**src/rtl/oled_pkg.sv**
```systemverilog
// Shared constants and types for the OLED SPI receiver: command encodings,
// geometry defaults and the deserializer state type.
package oled_pkg;

  localparam int OLED_COLS  = 128;
  localparam int OLED_PAGES = 4;
  localparam int PAGE_W     = 2;
  localparam int COL_W      = 7;

  localparam logic [7:0] OLED_CMD_SET_PAGE  = 8'h22;
  localparam logic [3:0] OLED_CMD_COL_LO    = 4'h0;
  localparam logic [3:0] OLED_CMD_COL_HI    = 4'h1;
  localparam logic [4:0] OLED_CMD_PAGE_BASE = 5'b10110;

  typedef enum logic {
    ST_IDLE  = 1'b0,
    ST_SHIFT = 1'b1
  } deser_state_t;

endpackage

```
**src/rtl/oled_spi_deser.sv**
```systemverilog
// Oversampling SPI deserializer: synchronizes CS/SCLK/SDO/DC into CLK,
// detects SCLK rising edges and rebuilds MSB-first bytes framed by CS.
module oled_spi_deser
  import oled_pkg::*;
#(
  parameter int SYNC_STAGES = 2
) (
  input  logic         clk,
  input  logic         rst,
  input  logic         cs,
  input  logic         sclk,
  input  logic         sdo,
  input  logic         dc,
  output logic         byte_valid,
  output logic [7:0]   rx_byte,
  output logic         byte_dc,
  output logic         err_abort,
  output deser_state_t state
);

  logic [SYNC_STAGES-1:0] cs_sync, sclk_sync, sdo_sync, dc_sync;
  logic                   cs_d, sclk_d;
  logic [2:0]             bit_cnt;
  logic [6:0]             shreg;

  logic cs_s, sclk_s, sdo_s, dc_s, sclk_rise, cs_fall;

  assign cs_s      = cs_sync[SYNC_STAGES-1];
  assign sclk_s    = sclk_sync[SYNC_STAGES-1];
  assign sdo_s     = sdo_sync[SYNC_STAGES-1];
  assign dc_s      = dc_sync[SYNC_STAGES-1];
  assign sclk_rise = sclk_s & ~sclk_d;
  // cs_d resets low so a CS already low when reset releases is not taken as a new frame.
  assign cs_fall   = cs_d & ~cs_s;

  always_ff @(posedge clk) begin
    if (rst) begin
      cs_sync    <= '0;
      sclk_sync  <= '1;
      sdo_sync   <= '0;
      dc_sync    <= '0;
      cs_d       <= 1'b0;
      sclk_d     <= 1'b1;
      state      <= ST_IDLE;
      bit_cnt    <= 3'd0;
      shreg      <= 7'd0;
      byte_valid <= 1'b0;
      rx_byte    <= 8'd0;
      byte_dc    <= 1'b0;
      err_abort  <= 1'b0;
    end else begin
      cs_sync    <= {cs_sync[SYNC_STAGES-2:0], cs};
      sclk_sync  <= {sclk_sync[SYNC_STAGES-2:0], sclk};
      sdo_sync   <= {sdo_sync[SYNC_STAGES-2:0], sdo};
      dc_sync    <= {dc_sync[SYNC_STAGES-2:0], dc};
      cs_d       <= cs_s;
      sclk_d     <= sclk_s;
      byte_valid <= 1'b0;
      err_abort  <= 1'b0;
      case (state)
        ST_IDLE: begin
          bit_cnt <= 3'd0;
          if (cs_fall) state <= ST_SHIFT;
        end
        ST_SHIFT: begin
          if (sclk_rise) begin
            shreg <= {shreg[5:0], sdo_s};
            if (bit_cnt == 3'd7) begin
              byte_valid <= 1'b1;
              rx_byte    <= {shreg, sdo_s};
              byte_dc    <= dc_s;
              bit_cnt    <= 3'd0;
            end else begin
              bit_cnt <= bit_cnt + 3'd1;
            end
          end
          // A byte completing in the same cycle CS rises is kept, not aborted.
          if (cs_s) begin
            state   <= ST_IDLE;
            bit_cnt <= 3'd0;
            if (sclk_rise ? (bit_cnt != 3'd7) : (bit_cnt != 3'd0)) err_abort <= 1'b1;
          end
        end
        default: state <= ST_IDLE;
      endcase
    end
  end

endmodule

```
**src/rtl/oled_spi_receiver.sv**
```systemverilog
// Receiving end of the OLED SPI+DC link: decodes page/column commands and
// turns data bytes into addressed pixel-column writes.
module oled_spi_receiver
  import oled_pkg::*;
#(
  parameter int SYNC_STAGES = 2,
  parameter int COLS        = OLED_COLS,
  parameter int PAGES       = OLED_PAGES
) (
  input  logic              CLK,
  input  logic              RST,
  input  logic              CS,
  input  logic              SCLK,
  input  logic              SDO,
  input  logic              DC,
  output logic              wr_en,
  output logic [PAGE_W-1:0] wr_page,
  output logic [COL_W-1:0]  wr_col,
  output logic [7:0]        wr_data,
  output logic              cmd_valid,
  output logic [7:0]        cmd_byte,
  output logic              frame_done,
  output logic              err_abort,
  output deser_state_t      deser_state
);

  localparam logic [PAGE_W-1:0] PAGE_LAST = PAGE_W'(PAGES - 1);
  localparam logic [COL_W-1:0]  COL_LAST  = COL_W'(COLS - 1);

  logic              byte_valid, byte_dc, deser_err;
  logic [7:0]        rx_byte;
  logic [PAGE_W-1:0] page;
  logic [COL_W-1:0]  col;
  logic              arg_pending;

  oled_spi_deser #(.SYNC_STAGES(SYNC_STAGES)) u_deser (
    .clk        (CLK),
    .rst        (RST),
    .cs         (CS),
    .sclk       (SCLK),
    .sdo        (SDO),
    .dc         (DC),
    .byte_valid (byte_valid),
    .rx_byte    (rx_byte),
    .byte_dc    (byte_dc),
    .err_abort  (deser_err),
    .state      (deser_state)
  );

  always_ff @(posedge CLK) begin
    if (RST) begin
      wr_en       <= 1'b0;
      wr_page     <= '0;
      wr_col      <= '0;
      wr_data     <= 8'd0;
      cmd_valid   <= 1'b0;
      cmd_byte    <= 8'd0;
      frame_done  <= 1'b0;
      err_abort   <= 1'b0;
      page        <= '0;
      col         <= '0;
      arg_pending <= 1'b0;
    end else begin
      wr_en      <= 1'b0;
      cmd_valid  <= 1'b0;
      frame_done <= 1'b0;
      err_abort  <= deser_err;
      if (byte_valid) begin
        if (byte_dc) begin
          wr_en       <= 1'b1;
          wr_data     <= rx_byte;
          wr_page     <= page;
          wr_col      <= col;
          arg_pending <= 1'b0;
          frame_done  <= (page == PAGE_LAST) && (col == COL_LAST);
          if (col == COL_LAST) begin
            col  <= '0;
            page <= (page == PAGE_LAST) ? '0 : page + 1'b1;
          end else begin
            col <= col + 1'b1;
          end
        end else begin
          cmd_valid <= 1'b1;
          cmd_byte  <= rx_byte;
          // The byte after SET_PAGE is its argument, whatever its value.
          if (arg_pending) begin
            page        <= rx_byte[PAGE_W-1:0];
            arg_pending <= 1'b0;
          end else if (rx_byte == OLED_CMD_SET_PAGE) begin
            arg_pending <= 1'b1;
          end else if (rx_byte[7:4] == OLED_CMD_COL_LO) begin
            col[3:0] <= rx_byte[3:0];
          end else if (rx_byte[7:3] == {OLED_CMD_COL_HI, 1'b0}) begin
            col[6:4] <= rx_byte[2:0];
          end else if (rx_byte[7:3] == OLED_CMD_PAGE_BASE && !rx_byte[2]) begin
            page <= rx_byte[PAGE_W-1:0];
          end
        end
      end
    end
  end

endmodule

```
**config.mk**
```make
export PLATFORM = sky130hd
export DESIGN_NAME = oled_spi_receiver
export DESIGN_NICKNAME = d
export VERILOG_FILES = /design/src/rtl/oled_pkg.sv /design/src/rtl/oled_spi_deser.sv /design/src/rtl/oled_spi_receiver.sv
export SDC_FILE = /design/constraint.sdc
export NUM_CORES = 1
export LEC_CHECK = 0
export CAP_MARGIN = 5
export CORE_ASPECT_RATIO = 0.7
export CORE_MARGIN = 5
export CORE_UTILIZATION = 40
export CTS_CLUSTER_SIZE = 28
export DETAILED_ROUTE_END_ITERATION = 16
export DONT_BUFFER_PORTS = 1
export HOLD_SLACK_MARGIN = 0.02
export PLACE_DENSITY_LB_ADDON = 0.12
export SKIP_CTS_REPAIR_TIMING = 1
export SYNTH_ARGS = -nofsm -noshare
export SYNTH_HDL_FRONTEND = slang
export SYNTH_SLANG_ARGS = --single-unit
```
**constraint.sdc**
```tcl
create_clock -name CLK -period 1.6 [get_ports CLK]
set_input_delay 0.32 -clock CLK [delete_from_list [all_inputs] [get_ports CLK]]
set_output_delay 0.32 -clock CLK [all_outputs]
set_load 0.02 [all_outputs]
```
==> impl_metrics.json <==
{
  "max-clock-path-buffers": 2,
  "fin_crit_sh": 0.930,
  "fin_tns_setup_ns": 0,
  "setup_viol": 0,
  "dieArea_mm2": 0.00867,
  "die_x_um": 109,
  "whs_ns": 0.0530,
  "routabilityCongestion": 0.808,
  "drive_gt1_frac": 0.142,
  "nets": 358,
  "required_ns": 1.87,
  "layout_common_cells": "85 x nand2_1, 70 x dfxtp_1, 51 x a21oi_1, 21 x buf_4, 15 x nor2_1",
  "syn_to_final_growth_pct": 17.0,
  "ys_seq_area_frac": 0.516,
  "grt_pass1_wl_um": 10500,
  "synth_seq_cells": 71,
  "syn_inst": 326,
  "cp-start-kind": "flop",
  "status": "finished clean",
  "core_mm2": 0.00673,
  "io-pin-count": 36,
  "vias": 2214,
  "hold_class": "in -> reg",
  "critPathMaxFanout": 6,
  "slew_violations": 0,
  "cp.arrival_ns": 1.76,
  "cts_buffers": 9,
  "htree_levels": 3,
  "cts_root_buffer": "clkbuf_8",
  "finalWirelength_um": 6390,
  "io_buffers": 0,
  "relSlewSlack": 0.471,
  "maxCapViolations": 0,
  "ys_warn_count": 0,
  "avgRoutedWirePerCell_um": 14.3,
  "grt.busiest_layer": "met1",
  "min_period_ns": 1.49,
  "skew_ns": 0.00430,
  "drc_errors": 0,
  "setup.worst_path.class": "reg -> reg",
  "clkSinkCount": 71,
  "start_util": 0.409,
  "overflow": 0,
  "synth-edff-count": 0,
  "grt_antenna_before_repair": 0,
  "ys_async_sr_fraction": 0,
  "worst_ir_drop_vdd_v": 0.000550,
  "layout.cells.most_common": "nand2_1",
  "dp_hpwl_um": 4140,
  "path_clk_slew_ns": 0.07,
  "syn_avg_cell_area_um2": 8.45,
  "antenna_cells": 0,
  "ys_types": 41,
  "worst-path-buf-inv": 0,
  "grt_pass1_vias": 2096,
  "use_met2": 0.207,
  "finalHoldViolCount": 0,
  "vias_per_cell": 4.96,
  "power.density_mw_per_mm2": 1060,
  "max_freq_mhz": 672,
  "grt_max_degree": 67,
  "rsz0062_at_grt": "false",
  "postRouteAntennaNets": 0,
  "crit_family": "simple AND/OR/NAND/NOR gates",
  "critical_path.cell_chain": "nor4b_4, a21oi_2, or4_1, a31oi_1",
  "first_iter_violations": 128,
  "end_kind": "flop",
  "p_leak_nw": 1.13,
  "netlist_area_mm2": 0.00275,
  "insertion_delay_ns": 0.34,
  "met3_usage": 0.0631,
  "cts_tree": "yes",
  "dieHeight_um": 79.4,
  "grt_util_all_layers": 0.156,
  "tightest_slew_ns": 0.791,
  "synthesis.nets": 337,
  "dr.pass1.iters": 4,
  "ys.flop_type": "dfxtp_1",
  "use_met1": 0.222,
  "crit_path_max_incr_delay_ns": 0.47,
  "row_count": 25,
  "cpMaxStageDelayCell": "or4_1"
}
[layout make-up]
type                    count  area, um^2
fillers                   681        3500
flip-flops and latches     71        1420
multi-input cells         234        1230
repair buffers             26         208
clock buffers              11         141
well taps                  94         118
clock inverters             5        81.3
inverters                   5        18.8
[stage by stage]
stage | utilization | setup WS (ns) | instance area (um^2) | power, mW | std cells
2_1_floorplan | - | 0.0923 | 2750 | 1.86 | 326
3_3_place_gp | 0.437 | 0.147 | 2940 | 1.85 | 425
3_5_place_dp | 0.437 | 0.0949 | 2940 | 1.85 | 425
4_1_cts | 0.470 | 0.0868 | 3160 | 3.44 | 441
5_1_grt | 0.479 | 0.0192 | 3220 | 3.56 | 446
6_report | 0.479 | 0.113 | 3220 | 3.41 | 446
[sequential cells by signal, summed over array words and instances (netlist names), 2 cells and up]
name               cells
u_deser.bit_cnt        3
wr_data                8
col                    7
u_deser.shreg          7
u_deser.rx_byte        8
u_deser.sclk_sync      2
u_deser.sdo_sync       2
wr_page                2
page                   2
wr_col                 7
cmd_byte               8
u_deser.dc_sync        2
u_deser.cs_sync        2
[routing by layer]
metal  up-vias  share of wire
li1       1145              -
met1       987           0.51
met2        74           0.39
met3         8          0.091
met4         0          0.012
met5         -              0
[path summary, 6_finish.rpt]
| path | endpoint | slack (ns) | cells after the start | startpoint |
|---|---|---|---|---|
| max | col[5] | 0.11 | 4 | u_deser.rx_byte[6] |
| min | wr_page[0] | 0.05 | 1 | RST |
| max reg2reg | col[5] | 0.11 | 4 | u_deser.rx_byte[6] |
| min reg2reg | u_deser.sclk_sync[1] | 0.41 | 1 | u_deser.sclk_sync[0] |
[worst register-to-register path: stages (launching register included)]
cell and delay [ns]:
dfxtp_1 0.38, nor4b_4 0.31, a21oi_2 0.13, or4_1 0.47, a31oi_1 0.13
[cells in the mapped netlist (2+ instances only)]
cell type / number / area share
nand3_1: 13 / 0.024
a211oi_1: 4 / 0.011
buf_2: 3 / 0.0055
o21ai_0: 7 / 0.013
or2_2: 3 / 0.0068
dfxtp_1: 71 / 0.52
nand2b_1: 3 / 0.0068
buf_6: 2 / 0.0082
clkbuf_1: 10 / 0.014
nor2_1: 15 / 0.020
inv_1: 4 / 0.0055
nand2_1: 85 / 0.12
a31oi_1: 3 / 0.0068
and3_1: 5 / 0.011
nor3b_1: 2 / 0.0055
nor2b_1: 12 / 0.027
nor3_1: 6 / 0.011
a21oi_1: 51 / 0.093
ha_1: 5 / 0.023
[cell families after synthesis]
group / Yosys count / share of synthesized area
AOI/OAI and AO/OA: 74 / 0.152
adders and majority gates: 5 / 0.0227
buffers and inverters: 21 / 0.0391
DFF: 71 / 0.516
muxes: 1 / 0.00409
and+or+nand+nor: 154 / 0.266
[report_power, final]
part / internal (mW) / total [mW] / switching [mW]
sequential: 1.78 / 1.78 / 0.00366
combinational: 0.0212 / 0.0505 / 0.0293
clock: 0.921 / 1.58 / 0.663
total: 2.72 / 3.41 / 0.696
Power figures use the tool's default switching activity.
